--- src/rtl/sram_ctrl.sv ---
// Byte-serial sequencer from 32-bit byte/half/word bus requests onto an asynchronous x8 SRAM.
// Every output is a register loaded from a decode of the state being entered, so pins never glitch.
module sram_ctrl #(
    parameter int RD_CYC = 2,
    parameter int WR_CYC = 2
) (
    input  logic        clk,
    input  logic        rst,
    input  logic        s_req,
    output logic        s_ready,
    input  logic        s_we,
    input  logic [1:0]  s_size,
    input  logic [18:0] s_addr,
    input  logic [31:0] s_wdata,
    output logic [31:0] s_rdata,
    output logic        s_resp,
    output logic        s_err,
    output logic        sram_ce_bar,
    output logic        sram_oe_bar,
    output logic        sram_we_bar,
    output logic [18:0] sram_addr,
    output logic [7:0]  sram_dout,
    output logic        sram_doe,
    input  logic [7:0]  sram_din
);

    typedef enum logic [2:0] {
        IDLE  = 3'd0,
        RD    = 3'd1,
        WR    = 3'd2,
        WHOLD = 3'd3,
        DONE  = 3'd4
    } state_t;

    localparam logic [3:0] RD_LAST = 4'(RD_CYC - 1);
    localparam logic [3:0] WR_LAST = 4'(WR_CYC - 1);

    state_t      r_state, w_state_next;
    logic [3:0]  r_cnt, w_cnt_next;
    logic [1:0]  r_idx, w_idx_next;
    logic [1:0]  r_last, w_last_next;
    logic [18:0] r_base, w_base_next;
    logic [31:0] r_wdata, w_wdata_next;
    logic        r_err, w_err_next;
    logic [31:0] r_rdata, w_rdata_next;

    logic        r_ready, w_ready_next;
    logic        r_resp, w_resp_next;
    logic        r_serr, w_serr_next;
    logic        r_ce_bar, w_ce_bar_next;
    logic        r_oe_bar, w_oe_bar_next;
    logic        r_we_bar, w_we_bar_next;
    logic [18:0] r_sram_addr, w_sram_addr_next;
    logic [7:0]  r_sram_dout, w_sram_dout_next;
    logic        r_doe, w_doe_next;

    logic        w_hs;
    logic        w_legal;
    logic [1:0]  w_req_last;

    assign w_hs = s_req & r_ready;

    // Half must be even, word must be 4-aligned; size 3 is never legal.
    always_comb begin
        w_legal    = 1'b0;
        w_req_last = 2'd0;
        case (s_size)
            2'd0: begin
                w_legal    = 1'b1;
                w_req_last = 2'd0;
            end
            2'd1: begin
                w_legal    = ~s_addr[0];
                w_req_last = 2'd1;
            end
            2'd2: begin
                w_legal    = (s_addr[1:0] == 2'b00);
                w_req_last = 2'd3;
            end
            default: begin
                w_legal    = 1'b0;
                w_req_last = 2'd0;
            end
        endcase
    end

    always_comb begin
        w_state_next = r_state;
        w_cnt_next   = r_cnt;
        w_idx_next   = r_idx;
        w_last_next  = r_last;
        w_base_next  = r_base;
        w_wdata_next = r_wdata;
        w_err_next   = r_err;
        w_rdata_next = r_rdata;
        case (r_state)
            IDLE: begin
                if (w_hs) begin
                    w_base_next  = s_addr;
                    w_wdata_next = s_wdata;
                    w_last_next  = w_req_last;
                    w_idx_next   = 2'd0;
                    w_cnt_next   = 4'd0;
                    w_err_next   = ~w_legal;
                    if (!s_we) begin
                        w_rdata_next = 32'd0;
                    end
                    if (!w_legal) begin
                        w_state_next = DONE;
                    end else if (s_we) begin
                        w_state_next = WR;
                    end else begin
                        w_state_next = RD;
                    end
                end
            end
            RD: begin
                if (r_cnt == RD_LAST) begin
                    w_rdata_next[{r_idx, 3'b000} +: 8] = sram_din;
                    w_cnt_next = 4'd0;
                    if (r_idx == r_last) begin
                        w_state_next = DONE;
                    end else begin
                        w_idx_next = r_idx + 2'd1;
                    end
                end else begin
                    w_cnt_next = r_cnt + 4'd1;
                end
            end
            WR: begin
                if (r_cnt == WR_LAST) begin
                    w_cnt_next   = 4'd0;
                    w_state_next = WHOLD;
                end else begin
                    w_cnt_next = r_cnt + 4'd1;
                end
            end
            WHOLD: begin
                if (r_idx == r_last) begin
                    w_state_next = DONE;
                end else begin
                    w_idx_next   = r_idx + 2'd1;
                    w_state_next = WR;
                end
            end
            DONE: begin
                w_state_next = IDLE;
            end
            default: begin
                w_state_next = IDLE;
            end
        endcase
    end

    // Pin values for the state being entered; address and data hold outside of RD/WR.
    always_comb begin
        w_ready_next     = 1'b0;
        w_resp_next      = 1'b0;
        w_serr_next      = 1'b0;
        w_ce_bar_next    = 1'b1;
        w_oe_bar_next    = 1'b1;
        w_we_bar_next    = 1'b1;
        w_doe_next       = 1'b0;
        w_sram_addr_next = r_sram_addr;
        w_sram_dout_next = r_sram_dout;
        case (w_state_next)
            IDLE: begin
                w_ready_next = 1'b1;
            end
            RD: begin
                w_ce_bar_next    = 1'b0;
                w_oe_bar_next    = 1'b0;
                w_sram_addr_next = w_base_next + {17'd0, w_idx_next};
            end
            WR: begin
                w_ce_bar_next    = 1'b0;
                w_we_bar_next    = 1'b0;
                w_doe_next       = 1'b1;
                w_sram_addr_next = w_base_next + {17'd0, w_idx_next};
                w_sram_dout_next = w_wdata_next[{w_idx_next, 3'b000} +: 8];
            end
            WHOLD: begin
                w_ce_bar_next = 1'b0;
                w_doe_next    = 1'b1;
            end
            DONE: begin
                w_resp_next = 1'b1;
                w_serr_next = w_err_next;
            end
            default: begin
                w_ready_next = 1'b0;
            end
        endcase
    end

    always_ff @(posedge clk or negedge rst) begin
        if (!rst) begin
            r_state     <= IDLE;
            r_cnt       <= 4'd0;
            r_idx       <= 2'd0;
            r_last      <= 2'd0;
            r_base      <= 19'd0;
            r_wdata     <= 32'd0;
            r_err       <= 1'b0;
            r_rdata     <= 32'd0;
            r_ready     <= 1'b1;
            r_resp      <= 1'b0;
            r_serr      <= 1'b0;
            r_ce_bar    <= 1'b1;
            r_oe_bar    <= 1'b1;
            r_we_bar    <= 1'b1;
            r_sram_addr <= 19'd0;
            r_sram_dout <= 8'd0;
            r_doe       <= 1'b0;
        end else begin
            r_state     <= w_state_next;
            r_cnt       <= w_cnt_next;
            r_idx       <= w_idx_next;
            r_last      <= w_last_next;
            r_base      <= w_base_next;
            r_wdata     <= w_wdata_next;
            r_err       <= w_err_next;
            r_rdata     <= w_rdata_next;
            r_ready     <= w_ready_next;
            r_resp      <= w_resp_next;
            r_serr      <= w_serr_next;
            r_ce_bar    <= w_ce_bar_next;
            r_oe_bar    <= w_oe_bar_next;
            r_we_bar    <= w_we_bar_next;
            r_sram_addr <= w_sram_addr_next;
            r_sram_dout <= w_sram_dout_next;
            r_doe       <= w_doe_next;
        end
    end

    assign s_ready     = r_ready;
    assign s_rdata     = r_rdata;
    assign s_resp      = r_resp;
    assign s_err       = r_serr;
    assign sram_ce_bar = r_ce_bar;
    assign sram_oe_bar = r_oe_bar;
    assign sram_we_bar = r_we_bar;
    assign sram_addr   = r_sram_addr;
    assign sram_dout   = r_sram_dout;
    assign sram_doe    = r_doe;

endmodule

--- config.mk ---
export PLATFORM = sky130hd
export DESIGN_NAME = sram_ctrl
export DESIGN_NICKNAME = d
export VERILOG_FILES = /design/src/rtl/sram_ctrl.sv
export SDC_FILE = /design/constraint.sdc
export NUM_CORES = 1
export LEC_CHECK = 0
export CAP_MARGIN = 0
export CORE_MARGIN = 2
export CORE_UTILIZATION = 29
export CTS_BUF_LIST = sky130_fd_sc_hd__clkbuf_2 sky130_fd_sc_hd__clkbuf_4 sky130_fd_sc_hd__clkbuf_8
export DETAILED_ROUTE_END_ITERATION = 8
export GPL_ROUTABILITY_DRIVEN = 0
export PLACE_DENSITY = 0.61
export SLEW_MARGIN = 15
export SYNTH_ARGS = -nofsm -noshare
export SYNTH_HDL_FRONTEND = slang
export SYNTH_SLANG_ARGS = --single-unit
--- constraint.sdc ---
create_clock -name clk -period 7.2 [get_ports clk]
set_input_delay 1.44 -clock clk [delete_from_list [all_inputs] [get_ports clk]]
set_output_delay 1.44 -clock clk [all_outputs]
set_load 0.03 [all_outputs]
# Word-level counts from Yosys, hierarchy flattened
# Index checks and enable logic that the tools add are counted.
[totals]
reg_bits = 129
inputBits = 65
out_inout_bits = 66
elab_cells = 89
[op_classes]
addsub = 4
eq_ne = 14
n_shift = 3
mux = 35
n_bitwise = 3
n_reduce_logical = 13
[op_table]
columns = ["cell", "count"]
rows = [
  ["$mux 32", 5],
  ["$pmux 32 s2", 1],
  ["$mux 19", 2],
  ["$bwmux 32", 1],
  ["$shift 8x7->32 const A", 1],
  ["$shiftx 32x6->8", 1],
  ["$shiftx 8x7->32", 1],
  ["$add 19x2->19", 1],
  ["$mux 3", 6],
  ["$eq 3x2->1 const B", 4],
  ["$pmux 3 s4", 1],
  ["$mux 1", 9],
  ["$mux 2", 4],
  ["$mux 4", 2],
  ["$pmux 4 s2", 1],
  ["$neg 5->7", 1],
  ["$eq 3x1->1 const B", 2],
  ["$logic_not 3->1", 2],
  ["$ne 2x2->1 const B", 3],
  ["$pmux 2 s3", 1],
  ["$reduce_or 2->1", 3],
  ["$add 4x1->4 const B", 1],
  ["$eq 4x1->1 const B", 1],
  ["$logic_not 2->1", 2],
  ["other kinds (13)", 16],
]

# Longest topological paths before layout
# Gate-level depths: netlist of the first run.
[logic_depth]
depth_word = 8
mapped_depth = 15
depth_no_buf = 12

# Worst setup path after synthesis of the first run
# OpenSTA, ideal clock, no wires.
[synth_path]
kind = "input port to flip-flop"
start = "input port s_req"
end = "register r_sram_addr[12] (netlist: sram_addr[12])"
setup_ns = 0.125
t_arrival_ns = 3.931
t_required_ns = 7.075
slack_ns = 3.144
cell_stages = 12
n_path_buf = 2
cell_sequence = "and4bb_2 -> nand2_1 -> buf_2 -> o221a_2 -> clkbuf_1 -> ha_1 -> ha_1 -> a31o_2 -> o221ai_2 -> nor2_1 -> xor2_1 -> mux2_2"
[synth_via]
elab_cells_between_ends = 11
cone_classes = "1 x add/sub; 2 x eq/ne; 6 x mux; 1 x bitwise; 1 x reduce/logical"
[synth_lines]
columns = ["item", "line_no", "source"]
rows = [
  ["from (decl)", "9", "input logic s_req,"],
  ["$and 1x1->1", "61", "assign w_hs = s_req & r_ready;"],
  ["$mux 2", "98", "if (w_hs) begin"],
  ["$pmux 2 s3", "96", "case (r_state)"],
  ["net w_idx_next[0]", "40", "logic [1:0] r_idx, w_idx_next;"],
  ["$add 19x2->19", "173, 179", ""],
  ["to (signal assigned)", "230", "r_sram_addr <= w_sram_addr_next;"],
  ["to (decl)", "53", "logic [18:0] r_sram_addr, w_sram_addr_next;"],
]
# The timed path passes the listed nets, and every way through them passes these cells.
# A chain may end at the register's enable or synchronous reset.

# Final worst setup path of the first run
[layout_path]
start = "input port s_req"
end = "register r_sram_addr[12] (netlist: sram_addr[12])"
[layout_via]
elab_cells_between_ends = 11
cone_classes = "1 x add/sub; 2 x eq/ne; 6 x mux; 1 x bitwise; 1 x reduce/logical"
[layout_lines]
columns = ["item", "line_no", "source"]
rows = [
  ["$and 1x1->1", "61", ""],
  ["$mux 19", "98", ""],
  ["$mux 19", "96", ""],
  ["net w_base_next[1]", "42", "logic [18:0] r_base, w_base_next;"],
  ["$add 19x2->19", "173, 179", ""],
]
# The timed path passes the listed nets, and every way through them passes these cells.

==> metrics, run 1 <==
Gate power share about 45%; Seq cells post-synth between 100 and 150; die area 0.0219 mm²; HP Class reg -> reg; Mapped Area 0.00601 mm²; syn avg cell area 10.1 µm²; drt first pass iters 4; synth cell count leaders nand2_1, dfrtp_1, o21ai_0; Least-Margin Pin Slew roughly 1.0 ns; clock transition at the registers of the reported paths about 0.07 ns; number of synthesized flops with an enable pin 0; synth warn 0; Final ANT Viol Nets 0; setup bufs post-CTS 0; Final setup viols 0; initial core utilization 29.6%; Layout area overhead 32.4%; Skew-Pair Late Insertion Delay 0.44 ns; GRT Overall Usage 14.3%; DR vias 4656; Core Region 0.0203 mm²; share of the synthesized area in the top cell type between 50 and 60%; Synth cell types just under 60; CTS buffer count 17; wire length per cell 15.3 µm; max_cap viols 0; Final WS setup between 2 and 3 ns; critical path peak fanout 45; CTS tree yes; drt drc 0; cts hold-fix bufs 0; Inst Count DP 974; fin crit period around 4.6 ns; # IOs 131; # port buffers 130; area occupied by multi-input gates 0.00261 mm²; Slew headroom 30.1%; post-CTS sizing 0; CTS H-tree depth 4; Sw Ratio 40.2%; vias in the first global route 4465; status finished clean; die height 148 µm; antenna diode count 0; CP max stage cell clkdlybuf4s50_1; Fin Setup TNS 0 ns; Clock Sink Count 129; Clock Path Buffers 2; final period utilization 64.4%; HPWL Detailed between 10000 and 15000 µm; crit-path max cell delay 0.52 ns; overflow left after global routing 0; pin count of the biggest net entering global routing 74; Routed WL 15300 µm; Worst Skew 0.0125 ns; Synth area leaders dfrtp_1, nand2_1, mux2i_1; crit path cell chain clkdlybuf4s50_1, nand4bb_4, nor2_4, buf_4, mux2_2, xor2_1, ha_1, a31o_2, o221ai_2, nor2_1, xor2_1, mux2_2; final hold vios 0; worst endpoint required time 7.53 ns; top-count cell post-synth nand2_1; Die W around 150 µm; DP Worst Slack 2.06 ns; VDD IR max around 0.22 mV; final non-filler cell total 1005; Fill cells about 2000; Psw 1290 µW; Synth area leader dfrtp_1; Starting DRT DRC Count 232; cells after synthesis 597; Seq pwr share 35.1%; RSZ-0062 raised after global routing false; Crit. End Element flip-flop; Power Internal 1920 µW; initial antenna violation count 0; fmax 216 MHz; WP data arrival 4.97 ns; power density over the cells 404 mW/mm²; ys flop type dfrtp_1; Reg area 0.00323 mm²; worst setup path category in -> reg; fin. max-slew vios 0; syn nets 674; first-pass GRT wire length between 20000 and 25000 µm; Root Buffer clkbuf_8; leakage power about 0.0035 µW; clock share of power 20.4%; drt via density 4.63; share of flip-flops with an asynchronous set or reset 100%; post-synthesis sequential area ratio 53.8%; Setup crit start kind primary input; FP Rows 52; Nets 800; share of layout cells above drive strength 1 between 10 and 15%
final cells by class:
| class | count | area share [%] |
|---|---|---|
| well taps | 270 | 4.25 |
| clock buffers | 22 | 3.57 |
| repair buffers | 133 | 16.6 |
| clock inverters | 9 | 1.65 |
| inverters | 10 | 0.472 |
| multi-input cells | 432 | 32.8 |
| flip-flops and latches | 129 | 40.6 |
critical path: cells and delay by family:
family | cells | cell delay (ns)
AOI/OAI and AO/OA | 2 | 0.61
xor gates and xnor gates | 2 | 0.32
adders and majority gates | 1 | 0.28
buffers and inverters | 2 | 1.02
muxes | 2 | 0.73
and+or+nand+nor | 3 | 0.55
cells in the final DEF (no fill, tap or decap), drive strengths merged, types with 4 or more instances in the layout:
cell	synthesis	final
a22o	17	17
and3	6	6
mux2i	21	21
nand2	203	203
xnor2	16	16
nor2	12	12
dfrtp	125	125
buf	17	4
clkbuf	9	22
ha	12	12
nor2b	4	4
inv	10	11
xor2	6	6
o21ai	53	53
a21oi	7	7
nand3	9	9
nand2b	4	4
mux2	18	18
dfstp	4	4
clkdlybuf4s50	0	129
power by group through the flow:
stage               Sequential, µW  Combinational (µW)  Clock, µW
floorplan                     1270                 860          0
global placement              1140                1420          0
detailed placement            1140                1440          0
CTS                           1130                1450        674
global route                  1160                1580        706
finish                        1130                1430        654
flip-flops by register name (all words and copies together) (netlist names), 2 cells and up:
name and count:
sram_addr 19, s_rdata 32, r_state 3, r_last 2
r_wdata 32, r_base 19, r_cnt 4, sram_dout 8
r_idx 2
logic make-up (layout without fill, tap and decap cells):
| family | after synthesis | in the layout | synth area share (%) |
|---|---|---|---|
| muxes | 39 | 39 | 7.00 |
| buffers and inverters | 36 | 174 | 3.02 |
| adders and majority gates | 13 | 13 | 2.66 |
| and+or+nand+nor | 256 | 256 | 18.6 |
| AOI/OAI and AO/OA | 102 | 102 | 11.7 |
| DFF | 129 | 129 | 53.8 |
| xor gates and xnor gates | 22 | 22 | 3.21 |
final timing paths:
kind,cells after the start,slack [ns],to,start
min in group asynchronous,1,1.12,s_rdata[4],rst
hold / removal,2,0.48,s_rdata[2],s_rdata[2]
setup / recovery,12,2.56,sram_addr[12],s_req
hold reg to reg,2,0.48,s_rdata[2],s_rdata[2]
max in group asynchronous,2,4.76,r_err,rst
setup reg to reg,12,2.93,sram_addr[12],r_idx[0]
per-stage QoR:
stage               cell area, µm²  hold slack [ns]  util (%)  total power (µW)
floorplan                     6010            0.440         -              2130
global placement              7530            0.453      37.1              2560
detailed placement            7530            0.458      37.1              2580
CTS                           7950            0.479      39.2              3250
global route                  7960            0.495      39.2              3440
finish                        7960            0.476      39.2              3210
layer usage:
| layer | share of wire (%) | GRT usage [%] | vias to the layer above |
|---|---|---|---|
| li1 | - | - | 2285 |
| met1 | 48 | 20.2 | 2216 |
| met2 | 45 | 21.5 | 142 |
| met3 | 5.8 | 3.86 | 13 |
| met4 | 1.1 | 4.14 | 0 |
| met5 | 0 | 0 | - |
(Power assumes the default switching activity.)
==> inputs of run 2 (changes only) <==
- PLACE_DENSITY: 0.61 -> 0.62
- clock period: 7.2 -> 4.15 ns (I/O delays scaled with it)
==> run 2 against run 1 <==
  * Worst hold slack worse by 0.035 ns
  * Die area did not move
  * Critical endpoint is now sram_addr[16]
  * First-iteration DRC count increased by 13%
  * Non-clock buffer count is 7 higher
  * Largest cell class unchanged
  * Cell area rose by 0.19%
  * Sequential power increased by 73%
  * Count of clock-buffer cells in the layout down 4
  * Cell count rose by 0.80%
  * Clock skew up 0.0069 ns
  * Wire length shrank 0.74%
==> metrics, run 2 (synthesized netlist as in run 1, its figures left out) <==
status finished clean; Setup crit start kind flip-flop; final non-filler cell total 1013 (+0.80%); fin. max-slew vios 0 (unchanged); r2r setup slk 0.80 ns (-2.13 ns); Least-Margin Pin Slew 0.906 ns (-0.143 ns); max_cap viols 0 (unchanged); leakage power 0.00347 µW (+0.40%); # port buffers 130 (unchanged); RSZ-0062 raised after global routing false; Final setup viols 0 (unchanged); HPWL Detailed 10700 µm (-1.4%); Nets 807 (+0.88%); critical path peak fanout 8 (-82%); Clock Path Buffers 2 (unchanged); initial antenna violation count 0 (unchanged); antenna diode count 0 (unchanged); CP Buf/Inv Count 2 (unchanged); die area 0.0219 mm² (unchanged); CTS H-tree depth 4 (unchanged); Worst Skew 0.0194 ns (+0.00688 ns); worst endpoint required time 4.46 ns (-3.07 ns); Clock Sink Count 129 (unchanged); drt drc 0 (unchanged); wire length per cell 15.0 µm (-1.5%); Inst Count DP 981 (+0.72%); Worst path top cell family by delay compound AO/OA/AOI/OAI gates; vias in the first global route 4634 (+3.8%); DR vias 4640 (-0.34%); crit-path max cell delay 0.54 ns (+0.02 ns); setup bufs post-CTS 0 (unchanged); drt via density 4.58 (-1.1%); Sw Ratio 42.2% (+2.1 points); crit path cell chain inv_1, ha_1, o21ai_1, a211oi_4, or2_1, xor2_1, ha_1, a31o_2, o221ai_2, buf_4, nor3b_1, xnor2_1, o21ai_1; Slew headroom 39.2% (+9.1 points); fin crit period 3.35 ns; worst reg2reg path depth 13 (+1); Reg area 0.00323 mm² (unchanged); area occupied by multi-input gates 0.00261 mm² (about the same); WP data arrival 3.66 ns (-1.31 ns); Root Buffer clkbuf_8; Hold WS 0.441 ns (-0.0354 ns); drt first pass iters 4 (unchanged); Starting DRT DRC Count 261 (+13%); first-pass GRT wire length 24700 µm (+1.4%); share of layout cells above drive strength 1 11.2% (+0.83 points); commonest cells after routing, fill and taps aside nand2_1, clkdlybuf4s50_1, dfrtp_1; Final WS setup 0.801 ns (-1.76 ns); Layout area overhead 32.6%; clock share of power 18.5% (-1.9 points); Psw 2320 µW (+80%); CTS buffer count 17 (unchanged); post-CTS sizing 0 (unchanged); final hold vios 0 (unchanged); fmax 299 MHz; Core Region 0.0203 mm² (unchanged); Skew-Pair Late Insertion Delay 0.46 ns (+0.02 ns); Power Internal 3170 µW (+65%); Gate power share 46.0% (+1.5 points); design area 0.00797 mm² (+0.19%); final period utilization 80.7%; CTS tree yes; overflow left after global routing 0 (unchanged); die height 148 µm (unchanged); Seq pwr share 35.5% (+0.4 points); pin count of the biggest net entering global routing 72 (-2.7%); clock transition at the registers of the reported paths 0.09 ns (+0.02 ns); power density over the cells 689 mW/mm² (+71%); Fill cells 2092 (+1.8%); Final ANT Viol Nets 0 (unchanged); VDD IR max 0.299 mV (+38%); HP Class in -> async; cts hold-fix bufs 0 (unchanged); DP Worst Slack 0.480 ns (-1.58 ns); Routed WL 15200 µm (-0.74%); FP Rows 52 (unchanged); CP max stage cell dfrtp_1; Crit. End Element flip-flop; worst setup path category reg -> reg; initial core utilization 29.6% (unchanged); GRT Overall Usage 14.4% (+0.15 points); most common cell after layout, fill and taps aside nand2_1; Fin Setup TNS 0 ns (unchanged); Die W 148 µm (unchanged); placed inst area 0.00760 mm² (+0.86%); # IOs 131 (unchanged); R2R Path Start r_idx[0]; r2r endpoint sram_addr[16]
==> run 2: worst max path at each step <==
stage / from / to / slack, ns / cells after the start
floorplan: s_req / sram_addr[12] / 0.70 / 12
global placement: s_size[0] / sram_addr[17] / 0.49 / 9
detailed placement: s_size[0] / sram_addr[17] / 0.48 / 9
CTS: r_idx[0] / sram_addr[16] / 0.82 / 13
global route: r_idx[0] / sram_addr[16] / 0.46 / 13
finish: r_idx[0] / sram_addr[16] / 0.80 / 13
==> run 2: layout make-up <==
cell class	count	area share [%]
Multi-Input combinational cell	432	32.7
Timing Repair Buffer	140	17.4
Sequential cell	129	40.6
Tap cell	270	4.24
Inverter	10	0.471
Clock buffer	18	3.11
Clock inverter	14	1.49
==> run 2: worst register-to-register path, delay by kind of cell, from the launching register on <==
family                   cells  cell delay [ns]
AO/OA/AOI/OAI                5             0.84
XOR/XNOR                     2             0.30
adder cells (fa/ha/maj)      2             0.67
buffers and inverters        2             0.41
flip-flops                   1             0.54
AND/OR/NAND/NOR              2             0.46
==> run 2: layer usage <==
layer	track usage [%]	vias to the layer above	wire length (µm)
met3	3.61	13	942
li1	-	2284	-
met5	0	-	0
met1	20.6	2195	7350
met2	21.3	148	6740
met4	5.14	0	182
==> run 2: power by group through the flow <==
stage / combinational, µW / clock (µW) / sequential [µW]
final: 2520 / 1020 / 1950
after global routing: 2800 / 1100 / 2000
after CTS: 2550 / 1050 / 1950
after detailed placement: 2540 / 0 / 1970
after global placement: 2520 / 0 / 1970
after floorplan: 1490 / 0 / 2210
==> run 2: per-stage QoR <==
step	utilization [%]	total power (µW)
floorplan	-	3700
global placement	37.4	4490
detailed placement	37.4	4520
CTS	39.2	5550
global route	39.3	5900
finish	39.3	5490
==> inputs of run 3 (changes only) <==
- PLACE_DENSITY: 0.62 -> 0.61
- clock period: 4.15 -> 3.4 ns (I/O delays scaled with it)
==> run 3 against run 2 <==
  * Worst hold slack worse by 0.22 ns
  * Critical path depth unchanged
  * Utilization up 1.1 points
  * Total power up 28%
  * Cell count up 1.9%
  * Non-clock buffer count up 19
  * Critical path type unchanged
==> metrics, run 3 (synthesized netlist as in run 1, its figures left out) <==
Least-Margin Pin Slew 0.893 ns (-0.0135 ns); Hold WS 0.222 ns (-0.219 ns); die area 0.0219 mm² (unchanged); # port buffers 130 (unchanged); critical path peak fanout 6 (-2); leakage power 0.00360 µW (+3.7%); Clock Path Buffers 2 (unchanged); final core occ 40.4% (+1.1 points); DR vias 4595 (-0.97%); Fill cells 2020 (-3.4%); pin count of the biggest net entering global routing 50 (-31%); GRT Overall Usage 14.7% (+0.26 points); area occupied by multi-input gates 0.00260 mm² (-0.24%); Layout area overhead 36.3%; VDD IR max 0.468 mV (+56%); Routed WL 15100 µm (-0.95%); Slew headroom 40.1% (+0.91 points); Core Region 0.0203 mm² (unchanged); first-pass GRT wire length 25200 µm (+2.4%); cts hold-fix bufs 0 (unchanged); RSZ-0062 raised after global routing false; drt first pass iters 4 (unchanged); Skew-Pair Late Insertion Delay 0.46 ns (about the same); max_cap viols 0 (unchanged); HPWL Detailed 10800 µm (+0.79%); final period utilization 88.3% (+7.6 points); fin. max-slew vios 0 (unchanged); HP Class in -> async; status finished clean; Final WS setup 0.397 ns (-0.405 ns); clock transition at the registers of the reported paths 0.08 ns (about the same); Setup crit start kind flip-flop; most common cell after layout, fill and taps aside nand2_1; power density over the cells 859 mW/mm² (+25%); CTS H-tree depth 4 (unchanged); Worst Skew 0.0144 ns (-0.00499 ns); post-CTS sizing 0 (unchanged); setup bufs post-CTS 0 (unchanged); CTS buffer count 17 (unchanged); Final ANT Viol Nets 0 (unchanged); Clock Sink Count 129 (unchanged); antenna diode count 0 (unchanged); fin crit period 3.00 ns (-0.345 ns); share of layout cells above drive strength 1 13.3% (+2.1 points); worst endpoint required time 3.73 ns (-0.73 ns); Starting DRT DRC Count 179 (-31%); Root Buffer clkbuf_8; initial antenna violation count 0 (unchanged); WP data arrival 3.34 ns (-0.32 ns); FP Rows 52 (unchanged); # IOs 131 (unchanged); Fin Setup TNS 0 ns (unchanged); Reg area 0.00323 mm² (unchanged); overflow left after global routing 0 (unchanged); DP Worst Slack 0.0164 ns (-0.464 ns); Final setup viols 0 (unchanged); vias in the first global route 4803 (+3.6%); r2r setup slk 0.40 ns (-0.40 ns); Crit. End Element flip-flop; drt drc 0 (unchanged); final hold vios 0 (unchanged); die height 148 µm (unchanged); drt via density 4.45 (-2.8%); initial core utilization 29.6% (unchanged); commonest cells after routing, fill and taps aside nand2_1, clkdlybuf4s50_1, dfrtp_1; worst setup path category reg -> reg; wire length per cell 14.6 µm (-2.8%); CTS tree yes; fmax 333 MHz (+11%); Nets 826 (+2.4%); Die W 148 µm (unchanged)
[run 3: final timing paths]
kind	endpoint	cells after the start	from
max in group asynchronous	sram_we_bar	2	rst
worst max register to register	sram_addr[18]	13	r_idx[0]
min in group clk	r_base[0]	2	r_base[0]
worst min register to register	r_base[0]	2	r_base[0]
worst min-delay path	s_rdata[24]	1	rst
worst max-delay path	sram_addr[18]	13	r_idx[0]
[run 3: layout make-up]
| type | instances | share of cell area (%) |
|---|---|---|
| timing repair buffer | 159 | 18.8 |
| tap | 270 | 4.12 |
| sequential | 129 | 39.5 |
| inverter | 10 | 0.458 |
| clock buffer | 17 | 2.86 |
| multi-input combinational | 432 | 31.8 |
| clock inverter | 15 | 2.52 |
[run 3: power by group]
part	switching (µW)	internal [µW]	total, µW
Sequential	269	2090	2360
Clock	664	807	1470
Combinational	1880	1330	3210
[run 3: per-stage QoR]
| step | cell area (µm²) | std cells | power (µW) |
|---|---|---|---|
| after floorplan | 6010 | 597 | 4520 |
| after global placement | 7750 | 1000 | 5600 |
| after detailed placement | 7750 | 1000 | 5630 |
| after CTS | 8190 | 1032 | 7130 |
| after global routing | 8190 | 1032 | 7590 |
| final | 8190 | 1032 | 7040 |
[run 3: critical path: stages (launching register included)]
cell and delay [ns]:
dfrtp_1 0.35, inv_1 0.11, ha_1 0.43, o21ai_1 0.16, a211oi_4 0.39, or2_1 0.19, xor2_1 0.17, ha_1 0.19
buf_4 0.12, o221ai_2 0.13, buf_4 0.19, nor3_1 0.24, xnor2_1 0.15, o21ai_0 0.09
[run 3: layer usage]
metal,part of all wire [%],GRT usage (%),vias up
met2,45,22.7,118
li1,-,-,2327
met5,0,0,-
met4,0.88,4.00,0
met1,47,19.7,2138
met3,6.5,4.97,12
